<file path="src/rtl/mem_arbiter.sv">
// mem_arbiter: round-robin arbiter sharing one main-memory port between the instruction and data caches
module mem_arbiter #(
    parameter int ADDR_BITS       = 28,
    parameter int DATA_BITS       = 128,
    parameter int MAX_OUTSTANDING = 4
) (
    input  logic                   clk,
    input  logic                   reset,
    input  logic                   ic_mem_req_valid,
    output logic                   ic_mem_req_ready,
    input  logic [ADDR_BITS-1:0]   ic_mem_req_addr,
    input  logic                   ic_mem_req_rw,
    input  logic                   ic_mem_req_data_valid,
    output logic                   ic_mem_req_data_ready,
    input  logic [DATA_BITS-1:0]   ic_mem_req_data_bits,
    input  logic [DATA_BITS/8-1:0] ic_mem_req_data_mask,
    output logic                   ic_mem_resp_valid,
    output logic [DATA_BITS-1:0]   ic_mem_resp_data,
    input  logic                   dc_mem_req_valid,
    output logic                   dc_mem_req_ready,
    input  logic [ADDR_BITS-1:0]   dc_mem_req_addr,
    input  logic                   dc_mem_req_rw,
    input  logic                   dc_mem_req_data_valid,
    output logic                   dc_mem_req_data_ready,
    input  logic [DATA_BITS-1:0]   dc_mem_req_data_bits,
    input  logic [DATA_BITS/8-1:0] dc_mem_req_data_mask,
    output logic                   dc_mem_resp_valid,
    output logic [DATA_BITS-1:0]   dc_mem_resp_data,
    output logic                   mem_req_valid,
    input  logic                   mem_req_ready,
    output logic [ADDR_BITS-1:0]   mem_req_addr,
    output logic                   mem_req_rw,
    output logic                   mem_req_data_valid,
    input  logic                   mem_req_data_ready,
    output logic [DATA_BITS-1:0]   mem_req_data_bits,
    output logic [DATA_BITS/8-1:0] mem_req_data_mask,
    input  logic                   mem_resp_valid,
    input  logic [DATA_BITS-1:0]   mem_resp_data,
    output logic [1:0]             grant,
    output logic                   err_spurious
);
    localparam int CW = $clog2(MAX_OUTSTANDING + 1);

    typedef enum logic [1:0] {IDLE, OWN_IC, OWN_DC} state_t;

    state_t        state, state_n;
    logic [CW-1:0] cnt, cnt_n;
    logic          last_dc;
    logic          own_ic, own_dc, cap, owner_valid, inc, dec;

    assign own_ic      = (state == OWN_IC);
    assign own_dc      = (state == OWN_DC);
    assign grant       = {own_dc, own_ic};
    assign cap         = (cnt == CW'(MAX_OUTSTANDING));
    assign owner_valid = own_ic ? ic_mem_req_valid : own_dc & dc_mem_req_valid;

    // owner's request and write-data channels steer straight onto the memory port
    always_comb begin
        mem_req_valid         = owner_valid & ~cap;
        mem_req_addr          = own_ic ? ic_mem_req_addr : own_dc ? dc_mem_req_addr : '0;
        mem_req_rw            = own_ic ? ic_mem_req_rw : own_dc & dc_mem_req_rw;
        mem_req_data_valid    = own_ic ? ic_mem_req_data_valid : own_dc & dc_mem_req_data_valid;
        mem_req_data_bits     = own_ic ? ic_mem_req_data_bits : own_dc ? dc_mem_req_data_bits : '0;
        mem_req_data_mask     = own_ic ? ic_mem_req_data_mask : own_dc ? dc_mem_req_data_mask : '0;
        ic_mem_req_ready      = own_ic & mem_req_ready & ~cap;
        dc_mem_req_ready      = own_dc & mem_req_ready & ~cap;
        ic_mem_req_data_ready = own_ic & mem_req_data_ready;
        dc_mem_req_data_ready = own_dc & mem_req_data_ready;
        ic_mem_resp_valid     = own_ic & dec;
        dc_mem_resp_valid     = own_dc & dec;
        ic_mem_resp_data      = mem_resp_data;
        dc_mem_resp_data      = mem_resp_data;
    end

    // a response with nothing outstanding is spurious and never counted or forwarded
    always_comb begin
        inc   = mem_req_valid & mem_req_ready & ~mem_req_rw;
        dec   = mem_resp_valid & (cnt != '0);
        cnt_n = cnt + CW'(inc) - CW'(dec);
    end

    // arbitrate only from IDLE; hold ownership until the owner is idle and all reads are answered
    always_comb begin
        state_n = state;
        unique case (state)
            IDLE: begin
                if (ic_mem_req_valid && dc_mem_req_valid) state_n = last_dc ? OWN_IC : OWN_DC;
                else if (ic_mem_req_valid) state_n = OWN_IC;
                else if (dc_mem_req_valid) state_n = OWN_DC;
            end
            OWN_IC: if (!ic_mem_req_valid && cnt_n == '0) state_n = IDLE;
            OWN_DC: if (!dc_mem_req_valid && cnt_n == '0) state_n = IDLE;
            default: state_n = IDLE;
        endcase
    end

    // state, outstanding count, round-robin pointer and sticky error flag
    always_ff @(posedge clk or negedge reset) begin
        if (!reset) begin
            state        <= IDLE;
            cnt          <= '0;
            last_dc      <= 1'b1;
            err_spurious <= 1'b0;
        end else begin
            state        <= state_n;
            cnt          <= cnt_n;
            err_spurious <= err_spurious | (mem_resp_valid & (cnt == '0));
            if (state == IDLE && state_n != IDLE) last_dc <= (state_n == OWN_DC);
        end
    end
endmodule

</file>
<file path="config.mk">
export PLATFORM = sky130hd
export DESIGN_NAME = mem_arbiter
export DESIGN_NICKNAME = d
export VERILOG_FILES = /design/src/rtl/mem_arbiter.sv
export SDC_FILE = /design/constraint.sdc
export NUM_CORES = 1
export LEC_CHECK = 0
export ABC_AREA = 1
export BUFFER_PORTS_ARGS = -buffer_cell sky130_fd_sc_hd__buf_4
export CAP_MARGIN = 20
export CORE_AREA = 2 2 355 357
export DETAILED_ROUTE_END_ITERATION = 7
export DIE_AREA = 0 0 357 359
export SLEW_MARGIN = 0
export SYNTH_ARGS = -nofsm -noshare
export SYNTH_HDL_FRONTEND = slang
export SYNTH_SLANG_ARGS = --single-unit
</file>
<file path="constraint.sdc">
create_clock -name clk -period 3.3 [get_ports clk]
set_input_delay 0.99 -clock clk [delete_from_list [all_inputs] [get_ports clk]]
set_output_delay 0.99 -clock clk [all_outputs]
set_load 0.03 [all_outputs]
</file>
==> flow_metrics.py <==
metrics = {
    "synthesis": {
        "ys_ff_latch": 7,
        "async_flop_share_pct": 100,
        "synth.top_cells.by_count": "buf_4 (259), a22o_1 (173), nand2_1 (19), buf_2 (17), buf_6 (15)",
        "ys_types": 23,
        "yosys_warnings": 0,
        "synth.area.top_cells": "buf_4 (46%), a22o_1 (36%), buf_6 (4.0%)",
        "yosysSeqAreaShare_pct": 4.19,
        "synth_area_per_cell_um2": 7.86,
        "synth_area_um2": 4210,
        "yosysMostFrequentCell": "buf_4",
        "yosys.area.top_type": "buf_4",
        "synthCells": 536,
        "synth_top_area_share_pct": 46.2,
        "synth_edf_count": 0,
        "ys.flop_type": "dfrtp_1",
        "syn-num-nets": 1022,
    },
    "hold_path": {
        "hold_class": "reg -> reg",
        "holdCritStartpoint": "err_spurious$_DFF_PN0_",
        "holdPathStages": 1,
    },
    "die": {
        "die_area_um2": 128000,
        "die_w_um": 357,
        "io_pins": 923,
        "coreArea_um2": 125000,
        "die_h_um": 359,
        "rows": 130,
        "initial_utilization_pct": 3.38,
    },
    "power": {
        "power.density_nw_per_um2": 1020,
        "p_int_mw": 3.03,
        "power.leakage_nw": 3.73,
        "pwr-share-seq_pct": 2.0,
        "clkPwrFrac_pct": 2.5,
        "p_comb_share_pct": 95.5,
        "p_switching_mw": 5.64,
        "swShare_pct": 65.1,
        "peakVddDrop_mv": 0.474,
    },
    "sta": {
        "rsz0062_at_grt": "no",
        "setup_violations": 0,
        "fin_crit_ns": 3.13,
        "maxSlewHeadroom_pct": 65.8,
        "fin_tns_setup_ns": 0,
        "whs_ns": 0.510,
        "fmax_mhz": 320,
        "hold_viol_final": 0,
        "skew_ns": 0.00271,
        "worst_slew_pin_slew_ns": 0.513,
        "timing.final.crit_share_pct": 94.7,
        "drv_slew": 0,
    },
    "place": {
        "dp_cells": 2461,
        "io_buffers": 538,
        "hpwl_um": 70800,
        "dpl_cell_area_um2": 8420,
        "gp_congestion": 0.835,
    },
    "finish": {
        "fin_util_pct": 6.84,
        "nNetsFinal": 1302,
        "drive_above_1_share_pct": 71.3,
        "area_growth_pct": 102,
        "final_cell_area_um2": 8520,
        "final_cell_count_no_fill": 2474,
    },
    "route": {
        "vias_per_cell": 2.26,
        "drt_iter0_drc": 210,
        "firstDrtPassIters": 4,
        "ant_nets": 0,
        "wl_um": 74800,
        "vias": 5587,
        "post_drt_wl_per_cell_um": 30.2,
        "drc": 0,
    },
    "worst_setup_path": {
        "critPathLaunchType": "flop",
        "cp_top_family": "buffers and inverters",
        "cp_common_cell": "buf_4",
        "slowest_delay_ns": 0.44,
        "worstPathCellList": "nor2_4 > buf_12 > buf_4 > a22o_1 > buf_4",
        "crit_path_end_kind": "primary output",
        "crit_arrival_ns": 2.14,
        "worstPathMaxFanout": 20,
        "r2r.worst_path.cells": 15,
        "worstPathRequired_ns": 2.31,
        "worstSetupPathType": "reg -> out",
        "path_depth": 5,
        "crit_slowest_cell": "dfrtp_1",
        "worstReg2RegStart": "state[1]$_DFF_PN0_",
        "startpoint": "state[0]$_DFF_PN0_",
        "critPathBufInv": 3,
    },
    "grt": {
        "grt_use_total_pct": 10.9,
        "grt_overflow_total": 0,
        "grt_pass1_wl_um": 84300,
        "grt_max_degree": 53,
        "grt_pass1_vias": 5357,
        "antenna_found_initial": 46,
    },
    "clock_tree": {
        "insertion_delay_ns": 0.24,
        "path_clk_slew_ns": 0.04,
        "cts_root_buffer": "clkbuf_16",
        "htree_levels": 1,
        "clock_path_buffers": 2,
        "cts_hold_buf": 0,
        "ctsResizeCount": 0,
        "cts_post_setup_buffers_inserted": 0,
        "cts_tree": "done",
        "clock-sinks": 7,
        "numCtsBuffers": 3,
    },
    "flow_run": {
        "maxCapViolCount": 0,
    },
    "status": {
        "outcome": "complete, no violations",
    },
}
layer usage:
metal  GRT usage, %  vias up  wire length (µm)
met1           11.8     2525             27100
met4          0.882       56               752
met2           16.3      676             31200
met5              0        -               370
met3           9.89       97             15400
li1               -     2233                 -
area by class of cell:
cell class / instances / area, µm²
diodes: 9 / 22.5
well taps: 1650 / 2060
multi-input cells: 218 / 1750
clock buffers: 4 / 78.8
fillers: 14700 / 116000
repair buffers: 571 / 4360
flip-flops and latches: 7 / 176
inverters: 15 / 63.8
final timing paths:
path                                          endpoint  slack (ns)
worst max-delay path            mem_req_data_bits[101]        0.17
worst min-delay path            err_spurious$_DFF_PN0_        0.51
worst max register to register      state[1]$_DFF_PN0_        0.67
worst min register to register  err_spurious$_DFF_PN0_        0.51
max in group asynchronous          last_dc$_DFFE_PN1P_        2.52
min in group asynchronous       err_spurious$_DFF_PN0_        0.57
metrics by stage:
step	total power [mW]	worst slack (ns)
after floorplan	4.79	0.515
after global placement	8.77	0.465
after detailed placement	8.80	0.432
after CTS	9.05	0.207
after global routing	9.17	0.117
final	8.67	0.175
sequential cells by signal (all words and copies together) (netlist names):
signal,count
cnt,3
state,2
err_spurious,1
last_dc,1
cells in the final DEF, fill, tap and decap left out:
cell	count
ha_1	2
dfstp_2	1
inv_1	12
o21ai_0	1
buf_4	565
nor2_1	12
clkbuf_16	3
nand2_2	1
nand2_1	19
o21a_1	1
inv_2	2
diode_2	9
nand3_1	4
o211ai_1	1
nor2_4	1
dfrtp_1	6
inv_8	1
fa_1	1
a31o_2	1
buf_12	6
clkbuf_1	1
a22o_1	173
o22ai_1	1
logic make-up after synthesis:
logic type,after synthesis,share of synthesized area [%]
buf+inv,311,54.3
compound gates,178,36.8
simple gates,37,3.66
flops,7,4.19
fa+ha+maj,3,1.07
power by group through the flow:
stage               sequential [mW]  clock [mW]  combinational [mW]
detailed placement            0.172           0                8.62
global route                  0.176       0.224                8.77
floorplan                     0.169           0                4.62
finish                        0.172       0.215                8.28
CTS                           0.172       0.217                8.66
global placement              0.169           0                8.60
No activity file was read; power rests on OpenSTA's default activity.
